==> config.mk <==
export PLATFORM = sky130hd
export DESIGN_NAME = seq_signed_divider_flat
export DESIGN_NICKNAME = d
export VERILOG_FILES = /design/src/rtl/seq_signed_divider_if.sv /design/src/rtl/seq_signed_divider.sv /design/src/flat_wrapper.sv
export SDC_FILE = /design/constraint.sdc
export NUM_CORES = 1
export LEC_CHECK = 0
export BUFFER_PORTS_ARGS = -buffer_cell sky130_fd_sc_hd__buf_4
export CORE_ASPECT_RATIO = 0.8
export CORE_UTILIZATION = 40
export DETAILED_ROUTE_END_ITERATION = 10
export SLEW_MARGIN = 5
export SYNTH_ARGS = -nofsm -noshare
export SYNTH_HDL_FRONTEND = slang
export SYNTH_SLANG_ARGS = --single-unit
==> constraint.sdc <==
create_clock -name clk -period 4.3 [get_ports clk]
set_input_delay 0.645 -clock clk [delete_from_list [all_inputs] [get_ports clk]]
set_output_delay 0.645 -clock clk [all_outputs]
set_load 0.1 [all_outputs]
==> src/rtl/seq_signed_divider_if.sv <==
// Start/done handshake bundle for the sequential signed divider.
// The arithmetic-unit controller uses the master side; the divider uses the slave side.
interface seq_signed_divider_if #(
  parameter int WIDTH = 8
);
  logic             start;
  logic [WIDTH-1:0] dividend;
  logic [WIDTH-1:0] divisor;
  logic [WIDTH-1:0] quotient;
  logic [WIDTH-1:0] remainder;
  logic             busy;
  logic             done;
  logic             div_by_zero;
  logic             overflow;

  modport master (
    output start, dividend, divisor,
    input  quotient, remainder, busy, done, div_by_zero, overflow
  );

  modport slave (
    input  start, dividend, divisor,
    output quotient, remainder, busy, done, div_by_zero, overflow
  );
endinterface

==> src/rtl/seq_signed_divider.sv <==
// Multi-cycle signed divider: radix-2 restoring division on operand magnitudes,
// followed by a one-cycle sign fix-up. Truncating semantics (quotient toward zero,
// remainder takes the dividend's sign). Fixed latency of WIDTH+1 cycles.
module seq_signed_divider #(
  parameter int WIDTH = 8
) (
  input  logic                clk,
  input  logic                reset,
  seq_signed_divider_if.slave bus
);

  localparam int CW = $clog2(WIDTH + 1);
  localparam logic [WIDTH-1:0] MOST_NEG = {1'b1, {(WIDTH-1){1'b0}}};

  typedef enum logic [1:0] {
    IDLE = 2'd0,
    CALC = 2'd1,
    FIX  = 2'd2
  } state_t;

  state_t state_reg, state_next;

  logic [CW-1:0]    count_reg;
  logic [WIDTH-1:0] q_reg;          // dividend magnitude shifting out, quotient bits shifting in
  logic [WIDTH:0]   r_reg;          // partial remainder
  logic [WIDTH:0]   dvs_mag_reg;    // |divisor|; WIDTH+1 bits so |-2^(WIDTH-1)| fits with margin
  logic             sign_q_reg;
  logic             sign_r_reg;
  logic             dbz_pend_reg;
  logic             ovf_pend_reg;

  logic [WIDTH-1:0] quotient_reg;
  logic [WIDTH-1:0] remainder_reg;
  logic             busy_reg;
  logic             done_reg;
  logic             dbz_reg;
  logic             ovf_reg;

  logic             accept;
  logic [WIDTH-1:0] dvd_mag;
  logic [WIDTH:0]   dvs_ext;
  logic [WIDTH:0]   dvs_mag;
  logic [WIDTH:0]   r_shift;
  logic [WIDTH+1:0] trial;
  logic             trial_ok;
  logic [WIDTH:0]   r_next;
  logic [WIDTH-1:0] q_fix;

  // A new operation is only taken while no operation is in flight.
  assign accept = (state_reg == IDLE) && bus.start;

  // An unsigned WIDTH-bit value holds 2^(WIDTH-1), so the most-negative dividend
  // negates cleanly into its magnitude.
  assign dvd_mag = bus.dividend[WIDTH-1] ? -bus.dividend : bus.dividend;
  assign dvs_ext = {bus.divisor[WIDTH-1], bus.divisor};
  assign dvs_mag = dvs_ext[WIDTH] ? -dvs_ext : dvs_ext;

  // One restoring step: shift {R,Q} left, try subtracting the divisor magnitude.
  assign r_shift  = {r_reg[WIDTH-1:0], q_reg[WIDTH-1]};
  assign trial    = {1'b0, r_shift} - {1'b0, dvs_mag_reg};
  assign trial_ok = ~trial[WIDTH+1];
  assign r_next   = trial_ok ? trial[WIDTH:0] : r_shift;

  assign q_fix = sign_q_reg ? -q_reg : q_reg;

  // State register; reset returns to IDLE and abandons any operation in flight.
  always_ff @(posedge clk) begin
    if (reset) begin
      state_reg <= IDLE;
    end else begin
      state_reg <= state_next;
    end
  end

  // Next-state logic: IDLE -> CALC on accept, CALC for WIDTH cycles, one FIX cycle.
  always_comb begin
    state_next = state_reg;
    case (state_reg)
      IDLE:    if (accept) state_next = CALC;
      CALC:    if (count_reg == CW'(1)) state_next = FIX;
      FIX:     state_next = IDLE;
      default: state_next = IDLE;
    endcase
  end

  // Datapath: operand capture, iteration, sign fix-up and registered results.
  always_ff @(posedge clk) begin
    if (reset) begin
      count_reg     <= '0;
      q_reg         <= '0;
      r_reg         <= '0;
      dvs_mag_reg   <= '0;
      sign_q_reg    <= 1'b0;
      sign_r_reg    <= 1'b0;
      dbz_pend_reg  <= 1'b0;
      ovf_pend_reg  <= 1'b0;
      quotient_reg  <= '0;
      remainder_reg <= '0;
      busy_reg      <= 1'b0;
      done_reg      <= 1'b0;
      dbz_reg       <= 1'b0;
      ovf_reg       <= 1'b0;
    end else begin
      done_reg <= 1'b0;
      case (state_reg)
        IDLE: begin
          if (accept) begin
            q_reg        <= dvd_mag;
            r_reg        <= '0;
            dvs_mag_reg  <= dvs_mag;
            sign_q_reg   <= bus.dividend[WIDTH-1] ^ bus.divisor[WIDTH-1];
            sign_r_reg   <= bus.dividend[WIDTH-1];
            dbz_pend_reg <= (bus.divisor == '0);
            ovf_pend_reg <= (bus.dividend == MOST_NEG) && (&bus.divisor);
            count_reg    <= CW'(WIDTH);
            busy_reg     <= 1'b1;
          end
        end
        CALC: begin
          r_reg     <= r_next;
          q_reg     <= {q_reg[WIDTH-2:0], trial_ok};
          count_reg <= count_reg - CW'(1);
        end
        FIX: begin
          // With a zero divisor the iteration leaves R = |dividend|, so the
          // remainder path already yields the dividend; only the quotient is forced.
          quotient_reg  <= dbz_pend_reg ? '1 : q_fix;
          remainder_reg <= WIDTH'(sign_r_reg ? -r_reg : r_reg);
          dbz_reg       <= dbz_pend_reg;
          ovf_reg       <= ovf_pend_reg;
          done_reg      <= 1'b1;
          busy_reg      <= 1'b0;
        end
        default: ;
      endcase
    end
  end

  assign bus.quotient    = quotient_reg;
  assign bus.remainder   = remainder_reg;
  assign bus.busy        = busy_reg;
  assign bus.done        = done_reg;
  assign bus.div_by_zero = dbz_reg;
  assign bus.overflow    = ovf_reg;

endmodule

==> src/flat_wrapper.sv <==
// flat-port wrapper written by rule: the top's interface ports become plain ports
module seq_signed_divider_flat 
#(
  parameter int WIDTH = 8
)
  (clk, reset, bus_start, bus_dividend, bus_divisor, bus_quotient, bus_remainder, bus_busy, bus_done, bus_div_by_zero, bus_overflow);
  seq_signed_divider_if #(.WIDTH(WIDTH)) bus_i ();
  input  logic clk;
  input  logic reset;
  input wire logic [$bits(bus_i.start)-1:0] bus_start;
  input wire logic [$bits(bus_i.dividend)-1:0] bus_dividend;
  input wire logic [$bits(bus_i.divisor)-1:0] bus_divisor;
  output wire logic [$bits(bus_i.quotient)-1:0] bus_quotient;
  output wire logic [$bits(bus_i.remainder)-1:0] bus_remainder;
  output wire logic [$bits(bus_i.busy)-1:0] bus_busy;
  output wire logic [$bits(bus_i.done)-1:0] bus_done;
  output wire logic [$bits(bus_i.div_by_zero)-1:0] bus_div_by_zero;
  output wire logic [$bits(bus_i.overflow)-1:0] bus_overflow;
  assign bus_i.start = bus_start;
  assign bus_i.dividend = bus_dividend;
  assign bus_i.divisor = bus_divisor;
  assign bus_quotient = bus_i.quotient;
  assign bus_remainder = bus_i.remainder;
  assign bus_busy = bus_i.busy;
  assign bus_done = bus_i.done;
  assign bus_div_by_zero = bus_i.div_by_zero;
  assign bus_overflow = bus_i.overflow;
  seq_signed_divider #(.WIDTH(WIDTH)) u_core (.clk(clk), .reset(reset), .bus(bus_i));
endmodule
Word level (Yosys, flattened, before mapping)
Index checks and enable logic that the tools add are counted.
{ "op_classes": {"n_addsub": 6, "n_eq_ne": 6, "muxes": 18, "bitwise_logic": 2, "reduce_logical": 11} }
{ "op_table": {"columns": ["operator", "n"], "rows": [
  ["$mux W8", 7],
  ["$pmux W8 S2", 2],
  ["$neg A8 Y8", 3],
  ["$sub A9 B9 Y10", 1],
  ["$mux W9", 1],
  ["$neg A9 Y9", 1],
  ["$eq A8 B8 Y1 const B", 1],
  ["$logic_not A8 Y1", 1],
  ["$pmux W4 S2", 1],
  ["$reduce_and A2 Y1", 4],
  ["$reduce_and A8 Y1", 1],
  ["$eq A4 B1 Y1 const B", 1],
  ["$mux W2", 2],
  ["$mux W4", 1],
  ["$ne A2 B1 Y1 const B", 2],
  ["$pmux W2 S2", 1],
  ["$reduce_bool A2 Y1", 2],
  ["$sub A4 B1 Y4 const B", 1],
  ["$eq A2 B1 Y1 const B", 1],
  ["$eq A2 B2 Y1 const B", 1],
  ["$logic_and A1 B1 Y1", 2],
  ["$logic_not A2 Y1", 1],
  ["$mux W1", 2],
  ["$pmux W1 S2", 1],
  ["other kinds (2)", 2]
]} }
{ "word_totals": {"ff_bits": 55, "word_cells": 58} }

Longest topological paths before layout
Gate-level depths: netlist of the first run.
{ "logic_depth": {"ltp_word": 4, "mapped_depth": 8} }

Least setup slack after synthesis of the first run
No wires, ideal clock.
{ "synth_timing": {"kind": "register to register", "start": "register u_core.q_reg[7]", "end": "register u_core.r_reg[6]", "setup_ns": 0.126, "t_arrival_ns": 1.770, "required_time_ns": 4.174, "slack_ns": 2.404, "path_stages_with_launch": 9, "path_buffers": 0, "period_less_slack_ns": 1.896, "path_cell_list": "dfxtp_1 > inv_1 > ha_1 > fa_1 > nand2b_1 > a21oi_1 > mux2_2 > o22ai_1 > o21ai_0"} }
{ "synth_via": {"elab_chain_len": 3} }
{ "synth_rtl": {"columns": ["item", "line_no", "source"], "rows": [
  ["start, declared", "seq_signed_divider.sv:24", "logic [WIDTH-1:0] q_reg;"],
  ["start signal, assigned", "seq_signed_divider.sv:108", "q_reg <= dvd_mag;"],
  ["start signal, assigned", "seq_signed_divider.sv:121", "q_reg <= {q_reg[WIDTH-2:0], trial_ok};"],
  ["$sub A9 B9 Y10", "seq_signed_divider.sv:60", "assign trial = {1'b0, r_shift} - {1'b0, dvs_mag_reg};"],
  ["$mux W8", "seq_signed_divider.sv:62", "assign r_next = trial_ok ? trial[WIDTH:0] : r_shift;"],
  ["$pmux W8 S2", "seq_signed_divider.sv:105", "case (state_reg)"],
  ["end signal, assigned", "seq_signed_divider.sv:120", "r_reg <= r_next;"],
  ["end, declared", "seq_signed_divider.sv:25", "logic [WIDTH:0] r_reg;"]
]} }
Every way passes these cells.
A chain may end at the register's enable or synchronous reset.

Worst setup path in the final report of the first run
{ "layout_timing": {"start": "register u_core.r_reg[3]", "end": "register u_core.r_reg[4]"} }
{ "layout_via": {"elab_chain_len": 3} }
{ "layout_rtl": {"columns": ["item", "line_no"], "rows": [
  ["$sub A9 B9 Y10", "seq_signed_divider.sv:60"],
  ["$mux W8 (*)", "seq_signed_divider.sv:62"],
  ["$pmux W8 S2 (*)", "seq_signed_divider.sv:105"]
]} }
Mark *: on every way between the ends. The rest lies on a longest branch, timed or not.

==> summary.txt, run 1 <==
Timing
  • Max_slew headroom: about a quarter
  • Hold Vio Cnt, Final: 0
  • F_max: 393 MHz
  • Slew of the pin with the lowest slew margin: 1.09 ns
  • Min Hold Slack: about 0.46 ns
  • RSZ-0062 raised after global routing: no
  • Slew Viols, Final: 0
  • Fin Setup TNS: 0 ns
  • Max Clock Skew: roughly 0.0098 ns
  • Final period utilization: roughly 59%
  • Final setup viols: 0
  • Min Clock Period, post-route: 2.55 ns

Routing
  • Via count: 2,618
  • Wire per inst: 13.7 um
  • Drt first pass iters: 4
  • Residual DRC: 0
  • Number of DRC violations after detailed-routing iteration 0: 149
  • Total wire length: 6.96 mm
  • Vias/cell: 5.14
  • Antenna Nets Post-Route: 0

Clock network
  • Root Driver: clkbuf_8
  • Setup bufs post-CTS: 0
  • Max clock buf depth: 2
  • CTS tree: done
  • CTS Buf Count: 5
  • H-tree levels: 2
  • TritonCTS Sinks: 55
  • PostCTS Resize Cnt: 0
  • Hold buffer count at CTS: 0
  • Clk Latency, worst-skew pair: around 0.32 ns
  • Clock transition at path regs: between 0.1 and 0.15 ns

Final layout
  • Synth-to-Final Area Change: 14.0%
  • Nets: 439
  • N_diodes: 0
  • Layout cell share with drive strength beyond 1: 13.9%
  • Max reg flops: 9

Worst hold path
  • Hold path start: u_core.bus.div_by_zero
  • Worst Hold End: u_core.bus.div_by_zero
  • HP Class: reg -> reg
  • Hold depth: 2

Worst setup path
  • CP top delay family: compound AO/OA/AOI/OAI gates
  • Critical Path Fanout Max: 11
  • Cell repeated most along the worst path: o211ai_1
  • R2R depth: 6
  • Critical Path Start Type: flop
  • Setup slack, reg-to-reg: 1.75 ns
  • Worst path bufs/invs: 0
  • CP arrival: 2.75 ns
  • Worst R2R End: u_core.r_reg[4]
  • RR Startpoint: u_core.r_reg[3]
  • Worst Path Required: 4.50 ns
  • CP max stage cell: a211oi_1
  • Endpoint type of the worst setup path: flop
  • Crit-path max cell delay: 0.90 ns
  • Critical Setup Path Class: reg -> reg
  • Cell Chain, Critical Path: ha_1, o211ai_1, a21o_1, a211oi_1, or2_2, o211ai_1

Global routing
  • Largest net degree at the start of global routing: 44
  • Initial antenna violation count: 0
  • GRT Util Overall: 17.9%
  • Global-route wire length before repair: 11.4 mm
  • GRT overflow: 0
  • Number of global-route vias before repair: approximately 2.3k

Yosys
  • #FFs+latches synth: 55
  • Post-Synthesis Cells: between 300 and 400
  • Synth cell types: 49
  • Synth Warn #: 0
  • Syn nets: 415
  • Async set-reset flop share out of synthesis: 0%
  • Number of flops mapped to enable cells by yosys: 0
  • Synth Cell Area: 0.00308 mm^2
  • Post-synthesis sequential area ratio: 35.8%
  • Synth Flop Type: dfxtp_1
  • Syn Area/Cell: between 8 and 9 um^2

Placed design
  • I/O Buffers: 38
  • GPL Wtd Cong: 0.872
  • HPWL Detailed: 5.27 mm

Floorplanning
  • Initial Utilization: approximately 41%
  • Die Span X: 100 um
  • IO Count: 39
  • Rows: 28
  • Area of the core: 0.00743 mm^2
  • Die area: 0.00805 mm^2
  • DIE HEIGHT: 80.4 um

Flow run
  • Max Cap Violations: 0

Pwr
  • Max VDD drop: 0.000148 V
  • Pwr Density: between 300 and 400 mW/mm^2
  • P_leak: 1.32 nW

Outcome
  • Run status: complete, no violations
report_power, final:
part           leakage, nW  switching [W]  internal, W
logic                0.826       0.000244     0.000157
registers            0.448      0.0000507     0.000546
clock network       0.0489       0.000184     0.000118
total                 1.32       0.000478     0.000821
routing by layer:
metal	up-vias	wire length [um]	track usage, %
met1	1184	3980	28.0
li1	1384	-	-
met3	7	243	2.70
met2	43	2670	25.2
met5	-	0	0
met4	0	65	3.91
layout make-up:
cell class / instances / area, um^2
Multi-Input combinational cell: 279 / 1800
Clock buffer: 5 / 68.8
Fill cell: 778 / 3920
Sequential cell: 55 / 1100
Inverter: 22 / 82.6
Timing Repair Buffer: 40 / 300
Tap cell: 105 / 131
Clock inverter: 3 / 22.5
worst min-delay path, stage by stage (launching register included):
cell and delay [ns]:
dfxtp_1 0.32, nand2_1 0.05, a21oi_1 0.05
metrics by stage:
| stage | std cells | cell area (um^2) | worst slack (ns) | power [W] | util, % |
|---|---|---|---|---|---|
| after floorplan | 379 | 3080 | 2.40 | 0.000916 | - |
| after global placement | 501 | 3420 | 1.78 | 0.00100 | 46.0 |
| after CTS | 509 | 3510 | 1.78 | 0.00130 | 47.2 |
| after global routing | 509 | 3510 | 1.49 | 0.00138 | 47.2 |
| final | 509 | 3510 | 1.75 | 0.00130 | 47.2 |
| after detailed placement | 501 | 3420 | 1.80 | 0.00100 | 46.0 |
cells by family after synthesis:
kind of cell    after synthesis  synth area share [%]
mux                           5                  1.71
xor+xnor                     25                  7.12
buf+inv                      45                  5.86
fa+ha+maj                    17                  7.16
simple gates                129                  19.9
compound gates              103                  22.5
flops                        55                  35.8
cell usage in the layout, fill, tap and decap left out, drive strengths merged, types with 3 or more instances in the layout:
master,synthesis,final
a211oi,21,21
a21oi,23,23
a22oi,6,6
buf,10,40
clkbuf,13,5
dfxtp,55,55
ha,16,16
inv,22,24
mux2i,3,3
nand2,42,42
nand2b,7,7
nand4,3,3
nor2,39,39
nor2b,9,9
nor3,11,11
nor3b,4,4
o2111ai,3,3
o211ai,10,10
o21ai,18,18
o31ai,8,8
xnor2,11,11
xor2,14,14
cells in the mapped netlist (all sizes together) (2+ instances only):
cell     count  share of area (%)
dfxtp       55                 36
o41ai        2               0.81
mux2i        3               0.98
o21ai       18                2.9
nand2       42                5.1
nor2        39                4.8
nor3b        4               0.98
a21oi       23                3.7
a22oi        6                1.5
nand3        2               0.33
nand2b       7                1.4
xor2        14                4.0
ha          16                6.5
a211oi      21                5.1
or3b         2               0.57
inv         22                2.7
o211ai      10                2.4
a21boi       2               0.49
nor4         2               0.41
o2111ai      3               0.85
nor2b        9                1.8
xnor2       11                3.1
nor3        11                2.0
buf         10                1.6
nand4        3               0.61
a21o         2               0.49
o31ai        8                2.0
clkbuf      13                1.6
mux2         2               0.73
how the worst max path moves through the flow:
stage / from / end / depth (start not counted)
after floorplan: u_core.q_reg[7] / u_core.r_reg[6] / 8
after global placement: u_core.r_reg[3] / u_core.r_reg[5] / 6
after detailed placement: u_core.r_reg[3] / u_core.r_reg[4] / 6
after CTS: u_core.r_reg[3] / u_core.r_reg[4] / 6
after global routing: u_core.r_reg[3] / u_core.r_reg[0] / 6
final: u_core.r_reg[3] / u_core.r_reg[4] / 6
Note: power is estimated with default switching activity, not from simulation.
==> run 2: changes to the inputs <==
==> constraint.sdc (replaced) <==
create_clock -name clk -period 2.5 [get_ports clk]
set_input_delay 0.375 -clock clk [delete_from_list [all_inputs] [get_ports clk]]
set_output_delay 0.375 -clock clk [all_outputs]
set_load 0.1 [all_outputs]
==> run 2 against run 1 <==
Cell count grew 1.4%. Combinational power is 84% higher. Via count increased by 0.84%. Clock skew down 0.0022 ns. Utilization is 0.93 points higher. Global-route usage increased by 0.67 points. Design area up 2.0%. Hold slack got worse by 0.10 ns. Highest routed layer unchanged. Sequential cell count unchanged. Wire length is 0.69% lower. Clock power rose by 72%. Setup slack got worse by 1.4 ns.
==> summary.txt, run 2 (same netlist as run 1, synthesis figures left out) <==
Outcome
  • Run status: complete, no violations

Timing
  • Final period utilization: 84.2%
  • Max_slew headroom: 63.9%
  • Slew Viols, Final: 0
  • RSZ-0062 raised after global routing: no
  • Max Clock Skew: 0.00753 ns
  • Final setup viols: 0
  • Slew of the pin with the lowest slew margin: around 0.54 ns
  • F_max: 475 MHz
  • Min Clock Period, post-route: ~2.1 ns
  • Hold Vio Cnt, Final: 0
  • Fin Setup TNS: 0 ns

Clock network
  • Clock transition at path regs: ~0.09 ns
  • H-tree levels: 2
  • CTS tree: done
  • CTS Buf Count: 5
  • Hold buffer count at CTS: 0
  • PostCTS Resize Cnt: 0
  • Max clock buf depth: 2
  • Setup bufs post-CTS: 0
  • Root Driver: clkbuf_8
  • Clk Latency, worst-skew pair: 0.31 ns
  • TritonCTS Sinks: 55

Worst setup path
  • Worst R2R End: u_core.r_reg[6]
  • Critical Path Fanout Max: 4
  • R2R depth: 8
  • Endpoint type of the worst setup path: flop
  • Worst Path Required: 2.69 ns
  • Critical Path Start: u_core.q_reg[7]
  • Critical Setup Path Class: reg -> reg
  • Critical Path Sink: u_core.r_reg[6]
  • RR Startpoint: u_core.q_reg[7]
  • Setup slack, reg-to-reg: 0.39 ns
  • Critical Path Start Type: flop
  • CP arrival: 2.30 ns

Final layout
  • Synth-to-Final Area Change: 16.2%
  • Layout Cells excl Fill: 516
  • Commonest non-fill, non-tap cells in the layout: 55 x dfxtp_1, 46 x buf_4, 42 x nand2_1
  • N_diodes: 0
  • Max reg flops: 9
  • Register area: 0.00110 mm^2
  • Layout cell share with drive strength beyond 1: 15.1%
  • Filler cell count: 773
  • Most common cell after layout, fill and taps aside: dfxtp_1
  • Nets: 446
  • Multi-input gate area in the final layout: 0.00180 mm^2
  • Final core occ: 48.1%

Floorplanning
  • Area of the core: 0.00743 mm^2
  • Die Span X: 100 um
  • Die area: 0.00805 mm^2
  • IO Count: 39
  • Initial Utilization: between 40% and 50%
  • DIE HEIGHT: 80.4 um
  • Rows: 28

Routing
  • Residual DRC: 0
  • Antenna Nets Post-Route: 0
  • Number of DRC violations after detailed-routing iteration 0: roughly 130
  • Vias/cell: 5.12
  • Via count: 2,640
  • Drt first pass iters: 4
  • Total wire length: ~6.9 mm
  • Wire per inst: 13.4 um

Global routing
  • Initial antenna violation count: 0
  • GRT Util Overall: 18.6%
  • Global-route wire length before repair: ~12 mm
  • Largest net degree at the start of global routing: 44
  • GRT overflow: 0
  • Number of global-route vias before repair: ~2.4k

Placed design
  • I/O Buffers: 38
  • Cells after DPL: 508
  • HPWL Detailed: approximately 5.4 mm
  • GPL Wtd Cong: 0.898

Pwr
  • Pwr Density: 637 mW/mm^2
  • P_leak: 1.36 nW
  • Max VDD drop: approximately 0.00023 V

Worst hold path
  • HP Class: in -> reg

Flow run
  • Max Cap Violations: 0
run 2: worst max-delay path, cell delays in order (launching register included):
cell and delay, ns:
dfxtp_1 0.40, inv_1 0.06, ha_1 0.20, fa_1 0.38, nand2b_1 0.19, a21oi_1 0.19, mux2_2 0.36, o22ai_1 0.13
o21ai_0 0.08
run 2: metrics by stage:
stage               power, W  hold slack (ns)  setup slack (ns)  area, um^2
detailed placement   0.00178            0.453             0.435        3480
CTS                  0.00229            0.352             0.422        3580
floorplan            0.00158            0.430             0.604        3080
finish               0.00228            0.361             0.395        3580
global placement     0.00177            0.446             0.526        3480
global route         0.00244            0.374             0.294        3580
run 2: how the worst min path moves through the flow:
stage | from | slack, ns | depth (start not counted) | to
2_1_floorplan | u_core.dvs_mag_reg[8] | 0.43 | 2 | u_core.dvs_mag_reg[8]
3_3_place_gp | u_core.dvs_mag_reg[7] | 0.45 | 2 | u_core.dvs_mag_reg[7]
3_5_place_dp | u_core.bus.remainder[0] | 0.45 | 2 | u_core.bus.remainder[0]
4_1_cts | bus_divisor[0] | 0.35 | 3 | u_core.dvs_mag_reg[0]
5_1_grt | bus_dividend[6] | 0.37 | 3 | u_core.q_reg[6]
6_report | bus_divisor[0] | 0.36 | 3 | u_core.dvs_mag_reg[0]
run 2: report_power, final:
part / internal (W) / switching, W
Combinational: 0.000305 / 0.000432
Clock: 0.000228 / 0.000292
Sequential: 0.000940 / 0.0000804
Total: 0.00147 / 0.000805
run 2: area by class of cell:
class	count	area share, %
clock inverter	1	0.245
tap	105	3.67
timing repair buffer	47	10.2
multi-input combinational	279	50.3
inverter	22	2.31
clock buffer	7	2.41
sequential	55	30.8
run 2: layer usage:
layer	GRT usage, %	wire, um	vias to the layer above
met4	5.07	91	0
met5	0	0	-
met3	3.22	235	9
li1	-	-	1400
met1	28.1	3940	1179
met2	26.6	2650	52
==> run 3: changes to the inputs <==
==> constraint.sdc (replaced) <==
create_clock -name clk -period 1.9 [get_ports clk]
set_input_delay 0.285 -clock clk [delete_from_list [all_inputs] [get_ports clk]]
set_output_delay 0.285 -clock clk [all_outputs]
set_load 0.1 [all_outputs]
==> run 3 against run 2 <==
Via count grew 3.9%. First-iteration DRC count grew 23%. Combinational power grew 48%. Die area is the same. Clock-buffer cell count is the same. Hold slack lost 0.080 ns. Wire length grew 6.7%. Total power grew 39%.
==> summary.txt, run 3 (same netlist as run 1, synthesis figures left out) <==
Timing
  • Max_slew headroom: 71.1%
  • Final setup viols: 0
  • Fin Setup TNS: 0 ns
  • Min Clock Period, post-route: between 1.5 and 2 ns
  • Slew Viols, Final: 0
  • F_max: 531 MHz
  • Final period utilization: 99.1%
  • RSZ-0062 raised after global routing: yes
  • Hold Vio Cnt, Final: 0
  • Max Clock Skew: 0.00803 ns
  • Slew of the pin with the lowest slew margin: 0.427 ns
  • Min Hold Slack: 0.281 ns

Pwr
  • P_leak: ~1.5 nW
  • Pwr Density: 843 mW/mm^2
  • Max VDD drop: 0.000339 V

Global routing
  • Number of global-route vias before repair: 2,386
  • Initial antenna violation count: 0
  • Global-route wire length before repair: between 10 and 15 mm
  • GRT overflow: 0
  • Largest net degree at the start of global routing: 27
  • GRT Util Overall: 18.7%

Final layout
  • Max reg flops: 9
  • N_diodes: 0
  • Commonest non-fill, non-tap cells in the layout: 62 x buf_4, 54 x dfxtp_1, 42 x nand2_1
  • Layout cell share with drive strength beyond 1: between 20% and 30%
  • Final core occ: 50.4%
  • Nets: 462
  • Synth-to-Final Area Change: 21.6%
  • Most common cell after layout, fill and taps aside: buf_4

Routing
  • Total wire length: 7.38 mm
  • Vias/cell: 5.16
  • Drt first pass iters: 4
  • Residual DRC: 0
  • Via count: around 2.7k
  • Antenna Nets Post-Route: 0
  • Wire per inst: 13.9 um
  • Number of DRC violations after detailed-routing iteration 0: 155

Worst hold path
  • Hold depth: 3
  • Worst Hold End: u_core.dvs_mag_reg[0]
  • HP Class: in -> reg
  • Hold path start: bus_divisor[0]

Worst setup path
  • Crit-path max cell delay: 0.35 ns
  • Critical Path Fanout Max: 2
  • Critical Setup Path Class: reg -> reg
  • Critical Path Start Type: flop
  • RR Startpoint: u_core.q_reg[7]
  • Worst R2R End: u_core.r_reg[6]
  • CP max stage cell: mux2_2
  • R2R depth: 8
  • Setup slack, reg-to-reg: approximately 0.016 ns
  • CP arrival: 2.07 ns
  • Cell Chain, Critical Path: inv_1, ha_1, fa_2, nand2b_4, a21oi_2, mux2_2, o22ai_1, o21ai_0
  • Worst Path Required: 2.09 ns
  • Endpoint type of the worst setup path: flop

Flow run
  • Max Cap Violations: 0

Outcome
  • Run status: complete, no violations

Clock network
  • Root Driver: clkbuf_8
  • Setup bufs post-CTS: 0
  • H-tree levels: 2
  • Hold buffer count at CTS: 0
  • TritonCTS Sinks: 55
  • CTS tree: done
  • Max clock buf depth: 2
  • Clk Latency, worst-skew pair: 0.31 ns
  • Clock transition at path regs: 0.10 ns
  • CTS Buf Count: 5

Placed design
  • GPL Wtd Cong: 0.889
  • HPWL Detailed: 5.57 mm
  • I/O Buffers: 38

Floorplanning
  • Initial Utilization: 41.4%
  • DIE HEIGHT: 80.4 um
  • Rows: 28
  • IO Count: 39
  • Die area: between 0.008 and 0.009 mm^2
  • Die Span X: 100 um
  • Area of the core: 0.00743 mm^2
==> run 3: report_power, final <==
part	switching [W]	total, W	internal (W)
sequential	0.000101	0.00134	0.00124
clock	0.000390	0.000723	0.000333
combinational	0.000622	0.00109	0.000471
total	0.00111	0.00315	0.00204
==> run 3: critical path: cells and delay by family (launching register included) <==
| family | cells | cell delay [ns] |
|---|---|---|
| adders and majority gates | 2 | 0.54 |
| AOI/OAI and AO/OA | 3 | 0.35 |
| buffers and inverters | 1 | 0.04 |
| DFF | 1 | 0.33 |
| and+or+nand+nor | 1 | 0.16 |
| muxes | 1 | 0.35 |
==> run 3: how the worst max path moves through the flow <==
stage | start | end
floorplan | u_core.q_reg[7] | u_core.r_reg[6]
CTS | u_core.q_reg[7] | u_core.r_reg[6]
finish | u_core.q_reg[7] | u_core.r_reg[6]
global placement | u_core.q_reg[7] | u_core.r_reg[6]
detailed placement | u_core.q_reg[7] | u_core.r_reg[6]
global route | u_core.q_reg[7] | u_core.r_reg[6]
==> run 3: what timing repair did <==
action | in CTS | in global routing
resized for setup | 2 | 7
pin swaps | 0 | 1
endpoints found under the setup margin | 1 | 10
hold endpoints to repair | 0 | 0
==> run 3: through the flow <==
| stage | total power [W] | std cells | instance area [um^2] | setup slack [ns] |
|---|---|---|---|---|
| after floorplan | 0.00207 | 379 | 3080 | 0.00406 |
| after global placement | 0.00239 | 524 | 3600 | 0.00843 |
| after detailed placement | 0.00240 | 524 | 3600 | -0.0148 |
| after CTS | 0.00313 | 532 | 3720 | 0.0222 |
| after global routing | 0.00335 | 532 | 3740 | -0.0309 |
| final | 0.00315 | 532 | 3740 | 0.0162 |
==> run 3: routing by layer <==
metal / track usage, % / share of wire, % / vias to the layer above
met1: 29.3 / 54 / 1245
met5: 0 / 0 / -
met4: 3.48 / 0.54 / 0
met3: 2.61 / 4.7 / 4
li1: - / - / 1425
met2: 26.6 / 40 / 69
==> run 3: area by class of cell <==
cell class / count / area (um^2)
fill: 751 / 3690
multi-input combinational: 279 / 1840
sequential: 55 / 1100
timing repair buffer: 63 / 485
tap: 105 / 131
clock buffer: 7 / 96.3
inverter: 22 / 82.6
clock inverter: 1 / 7.51
